**src/rtl/i_encoder_pkg.sv**
```systemverilog
// rtl/i_encoder_pkg.sv - shared constants and index selection for the request encoder
// Purpose: MODE string constants, legal-N check, and the index-select function
//          used by i_prio_core. No ports (package).
package i_encoder_pkg;

  localparam string MODE_PRIORITY = "PRIORITY";
  localparam string MODE_RR       = "ROUND_ROBIN";
  localparam int    MAX_N         = 32;

  // N must be a power of two in [2, 32].
  function automatic bit n_legal(input int n);
    return (n >= 2) && (n <= MAX_N) && ((n & (n - 1)) == 0);
  endfunction

  // Maps a (multi-hot) request vector to one index.
  // rr=0: highest set bit wins.
  // rr=1: first set bit at or after start, searching upward modulo n. The loop
  //       walks distances from far to near so the nearest hit is written last.
  function automatic int sel_index(input logic [MAX_N-1:0] r,
                                   input logic [4:0]       start,
                                   input int               n,
                                   input bit               rr);
    int idx;
    int k;
    idx = 0;
    k   = 0;
    if (rr) begin
      for (int i = MAX_N - 1; i >= 0; i--) begin
        if (i < n) begin
          k = (int'(start) + i) % n;
          if (r[k[4:0]]) idx = k;
        end
      end
    end else begin
      for (int i = 0; i < MAX_N; i++) begin
        if ((i < n) && r[i[4:0]]) idx = i;
      end
    end
    return idx;
  endfunction

endpackage

```
**src/rtl/i_prio_core.sv**
```systemverilog
// rtl/i_prio_core.sv - combinational request-to-index selector
// Purpose: picks one index out of the normalised request vector.
// Ports:
//   r_i    [N-1:0] normalised requests (1 = active)
//   p_i    [W-1:0] round-robin start pointer (ignored when RR=0)
//   idx_o  [W-1:0] selected index (0 when no request)
//   any_o          at least one request active
module i_prio_core
  import i_encoder_pkg::*;
#(
  parameter int N  = 4,
  parameter int W  = $clog2(N),
  parameter bit RR = 1'b0
) (
  input  logic [N-1:0] r_i,
  input  logic [W-1:0] p_i,
  output logic [W-1:0] idx_o,
  output logic         any_o
);

  assign idx_o = W'(sel_index(32'(r_i), 5'(p_i), N, RR));
  assign any_o = |r_i;

endmodule

```
**src/rtl/i_encoder_n_rr.sv**
```systemverilog
// rtl/i_encoder_n_rr.sv - registered priority / round-robin request encoder with handshake
// Purpose: samples a[] when en=1 and the output slot is free or being consumed,
//          and presents the granted index on b with a valid/ready handshake.
// Ports:
//   clk    clock, rising edge
//   rst_n  synchronous active-low reset
//   en     sample enable
//   a      [N-1:0] request vector (0 = request when ACTIVE_LOW=1)
//   ready  downstream accepts b when valid=1
//   b      [W-1:0] registered granted index
//   valid  b holds an unconsumed grant
//   none   last sample taken had no active request
module i_encoder_n_rr
  import i_encoder_pkg::*;
#(
  parameter int    N          = 4,
  parameter int    W          = $clog2(N),
  parameter string MODE       = "PRIORITY",
  parameter bit    ACTIVE_LOW = 1'b1
) (
  input  logic         clk,
  input  logic         rst_n,
  input  logic         en,
  input  logic [N-1:0] a,
  input  logic         ready,
  output logic [W-1:0] b,
  output logic         valid,
  output logic         none
);

  localparam bit IS_RR = (MODE == MODE_RR);

  if (!n_legal(N)) begin : g_bad_n
    $error("i_encoder_n_rr: N must be a power of two from 2 to 32");
  end
  if (!((MODE == MODE_PRIORITY) || (MODE == MODE_RR))) begin : g_bad_mode
    $error("i_encoder_n_rr: MODE must be PRIORITY or ROUND_ROBIN");
  end
  if (W != $clog2(N)) begin : g_bad_w
    $error("i_encoder_n_rr: W must equal clog2(N)");
  end

  logic [N-1:0] r;
  logic [W-1:0] idx;
  logic         any;
  logic         load;

  logic [W-1:0] b_q, b_d;
  logic         valid_q, valid_d;
  logic         none_q, none_d;
  logic [W-1:0] p_q, p_d;

  assign r    = ACTIVE_LOW ? ~a : a;
  assign load = en & (~valid_q | ready);

  i_prio_core #(
    .N  (N),
    .W  (W),
    .RR (IS_RR)
  ) u_core (
    .r_i   (r),
    .p_i   (p_q),
    .idx_o (idx),
    .any_o (any)
  );

  always_comb begin
    b_d     = b_q;
    valid_d = valid_q;
    none_d  = none_q;
    p_d     = p_q;
    if (load) begin
      if (any) begin
        b_d     = idx;
        valid_d = 1'b1;
        none_d  = 1'b0;
        // N is a power of two, so W-bit overflow is exactly the modulo-N wrap.
        // In PRIORITY mode the pointer stays at 0 and the core ignores it.
        if (IS_RR) p_d = idx + W'(1);
      end else begin
        valid_d = 1'b0;
        none_d  = 1'b1;
      end
    end else if (valid_q && ready) begin
      valid_d = 1'b0;
    end
  end

  always_ff @(posedge clk) begin
    if (!rst_n) begin
      b_q     <= '0;
      valid_q <= 1'b0;
      none_q  <= 1'b1;
      p_q     <= '0;
    end else begin
      b_q     <= b_d;
      valid_q <= valid_d;
      none_q  <= none_d;
      p_q     <= p_d;
    end
  end

  assign b     = b_q;
  assign valid = valid_q;
  assign none  = none_q;

endmodule
```
**config.mk**
```make
export PLATFORM = sky130hd
export DESIGN_NAME = i_encoder_n_rr
export DESIGN_NICKNAME = d
export VERILOG_FILES = /design/src/rtl/i_encoder_pkg.sv /design/src/rtl/i_prio_core.sv /design/src/rtl/i_encoder_n_rr.sv
export SDC_FILE = /design/constraint.sdc
export NUM_CORES = 1
export LEC_CHECK = 0
export BUFFER_PORTS_ARGS = -buffer_cell sky130_fd_sc_hd__buf_2
export CAP_MARGIN = 20
export CORE_AREA = 2 2 39 41
export CTS_CLUSTER_SIZE = 30
export DETAILED_ROUTE_END_ITERATION = 16
export DIE_AREA = 0 0 41 43
export PLACE_DENSITY = 0.4
export RECOVER_POWER = 25
export REMOVE_ABC_BUFFERS = 1
export SLEW_MARGIN = 10
export SYNTH_ARGS = -nofsm -noshare
export SYNTH_HDL_FRONTEND = slang
export SYNTH_SLANG_ARGS = --single-unit
```
**constraint.sdc**
```tcl
create_clock -name clk -period 1.25 [get_ports clk]
set_input_delay 0.0625 -clock clk [delete_from_list [all_inputs] [get_ports clk]]
set_output_delay 0.0625 -clock clk [all_outputs]
set_load 0.005 [all_outputs]
```
==> results.yml <==
yosys:
  yosysSeqAreaShare: 0.457
  async_reset_ff_frac: 0
  synth_most_common_cell: "dfxtp_1"
  ys_warn_count: 0
  synthTopCellsByArea: "dfxtp_1 46%, nand4_2 7.1%, and3_4 6.4%"
  synth_seq_cells: 4
  synth_edf_count: 0
  synth.top_cell.area_share: 0.457
  ys_dominant_reg_cell: "dfxtp_1"
  ys_top_cells_by_count: "4 x dfxtp_1, 2 x a21oi_1, 2 x nand2_1, 2 x o21ai_0"
  synth.avg_cell_area_um2: 9.22
  syn_inst: 19
  yosys.area.top_type: "dfxtp_1"
  syn_area_um2: 175
  ys_types: 13
global_routing:
  overflow: 0
  grt_pass1_vias: 174
  track_usage: 0.0752
  antenna_found_initial: 0
  grt_max_degree: 7
  grt_pass1_wl_um: 759
timing:
  tightest_slew_ns: 0.213
  final-hold-violation-count: 0
  fmax_mhz: 978
  finClkSkew_ns: 0.000901
  slew_violations: 0
  relSlewSlack: 0.857
  fin_tns_setup_ns: 0
  worst_slack_ns: 0.227
  setup_viol: 0
  min_period_ns: 1.02
  fin_crit_sh: 0.818
  grt_setup_unrepaired: "false"
  hold_ws_ns: 0.0361
critical_path:
  cp.required_ns: 1.40
  start_kind: "flip-flop"
  r2r_slack_ns: 0.23
  cp.arrival_ns: 1.17
  path_max_fanout: 6
  critPathKind: "flip-flop to flip-flop"
  cp-end-kind: "flip-flop"
place:
  place_inst: 46
  dpl.hpwl_um: 351
  dpl_cell_area_um2: 250
  routabilityCongestion: 0.685
  io_buffers: 11
  pre_cts_ws_ns: 0.233
power:
  p_int_uw: 272
  comb_power_share: 0.140
  netSwitchingFraction: 0.244
  p_leak_uw: 0.000121
  pwr_density_cell_nw_per_um2: 1330
  vdd_drop_max_uv: 467
  p_clk_frac: 0.461
  seqPwrFrac: 0.399
  switchingPower_uw: 88.2
layout:
  multi_input_area_um2: 91.3
  fin_nets: 43
  drive_gt1_frac: 0.424
  seqCellArea_um2: 80.1
  diodes: 0
  instances_no_fill: 49
  fillCellCount: 157
  fin_area_um2: 270
  area_growth_pct: 54.3
clock_network:
  clkLatencyLatePin_ns: 0.24
  cts_max_level: 1
  path_clk_slew_ns: 0.04
  ctsResizeCount: 0
  hold_buffers: 0
  cts_root_buf: "clkbuf_4"
  cts_buffers: 3
  cts_tree: "done"
  cts_setup_buffers: 0
  cts.path.max_buffers: 2
  cts.sink_count: 4
detailed_routing:
  totalWireLength_um: 468
  avgViaCountPerCell: 4.18
  firstDrtPassIters: 2
  vias: 205
  post_drt_wl_per_cell_um: 9.55
  ant_nets: 0
  drt_iter0_markers: 1
  drc: 0
min_path:
  holdCritPathClass: "input pin to flip-flop"
floorplanning:
  rows: 14
  fp.coreArea_um2: 1380
  ioPinCount: 12
  die_h_um: 43
  die_w_um: 41
  start_util: 0.127
  die_area_um2: 1760
run_status:
  outcome: "finished, final reports clean"
flow_run:
  max-cap-violations: 0
[worst max-delay path: stages (launching register included)]
cell and delay [ns]:
dfxtp_1 0.32, nand2b_1 0.14, and3_4 0.22, a311oi_1 0.25
[sequential cells by signal, summed over array words and instances (netlist names)]
signal / flops
b: 2
valid: 1
none: 1
[cells by family after synthesis]
| logic type | after synthesis | share of synthesized area |
|---|---|---|
| and+or+nand+nor | 8 | 0.321 |
| DFF | 4 | 0.457 |
| AOI/OAI and AO/OA | 6 | 0.200 |
| buffers and inverters | 1 | 0.0214 |
[through the flow]
stage | total power (µW) | utilization
2_1_floorplan | 168 | -
3_3_place_gp | 199 | 0.181
3_5_place_dp | 198 | 0.181
4_1_cts | 374 | 0.197
5_1_grt | 398 | 0.195
6_report | 361 | 0.195
[power groups by stage]
stage / clock network [µW] / logic, µW / registers, µW
global route: 193 / 59.5 / 145
floorplan: 0 / 20.8 / 147
CTS: 178 / 52.1 / 144
finish: 166 / 50.6 / 144
global placement: 0 / 52.9 / 146
detailed placement: 0 / 51.9 / 146
[area by class of cell]
cell class | instances | area share
timing repair buffer | 11 | 0.194
clock buffer | 3 | 0.0833
multi-input combinational | 14 | 0.338
tap | 16 | 0.0741
inverter | 1 | 0.0139
sequential | 4 | 0.296
[worst paths after layout]
kind,start,end,depth (start not counted)
worst max-delay path,valid,b[0],3
worst min-delay path,rst_n,none,2
worst max register to register,valid,b[0],3
worst min register to register,b[1],b[1],2
[per-layer routing]
metal | global-route usage | vias to the layer above | part of all wire
met5 | 0 | - | 0
met4 | 0.0400 | 0 | 0.019
met3 | 0.105 | 3 | 0.21
met2 | 0.0688 | 15 | 0.28
met1 | 0.0865 | 86 | 0.49
li1 | - | 101 | -
[placed cells by master, fill, tap and decap left out]
master / instances
clkbuf_4: 3
buf_2: 9
nand4_2: 1
and3_4: 1
dfxtp_1: 4
or2b_1: 1
o21ai_0: 2
inv_1: 1
a31oi_1: 1
a311oi_1: 1
nand2_1: 2
nand4_1: 1
nand3_1: 1
nand2b_1: 1
a21oi_1: 2
clkbuf_1: 2
Power figures use the tool's default switching activity.
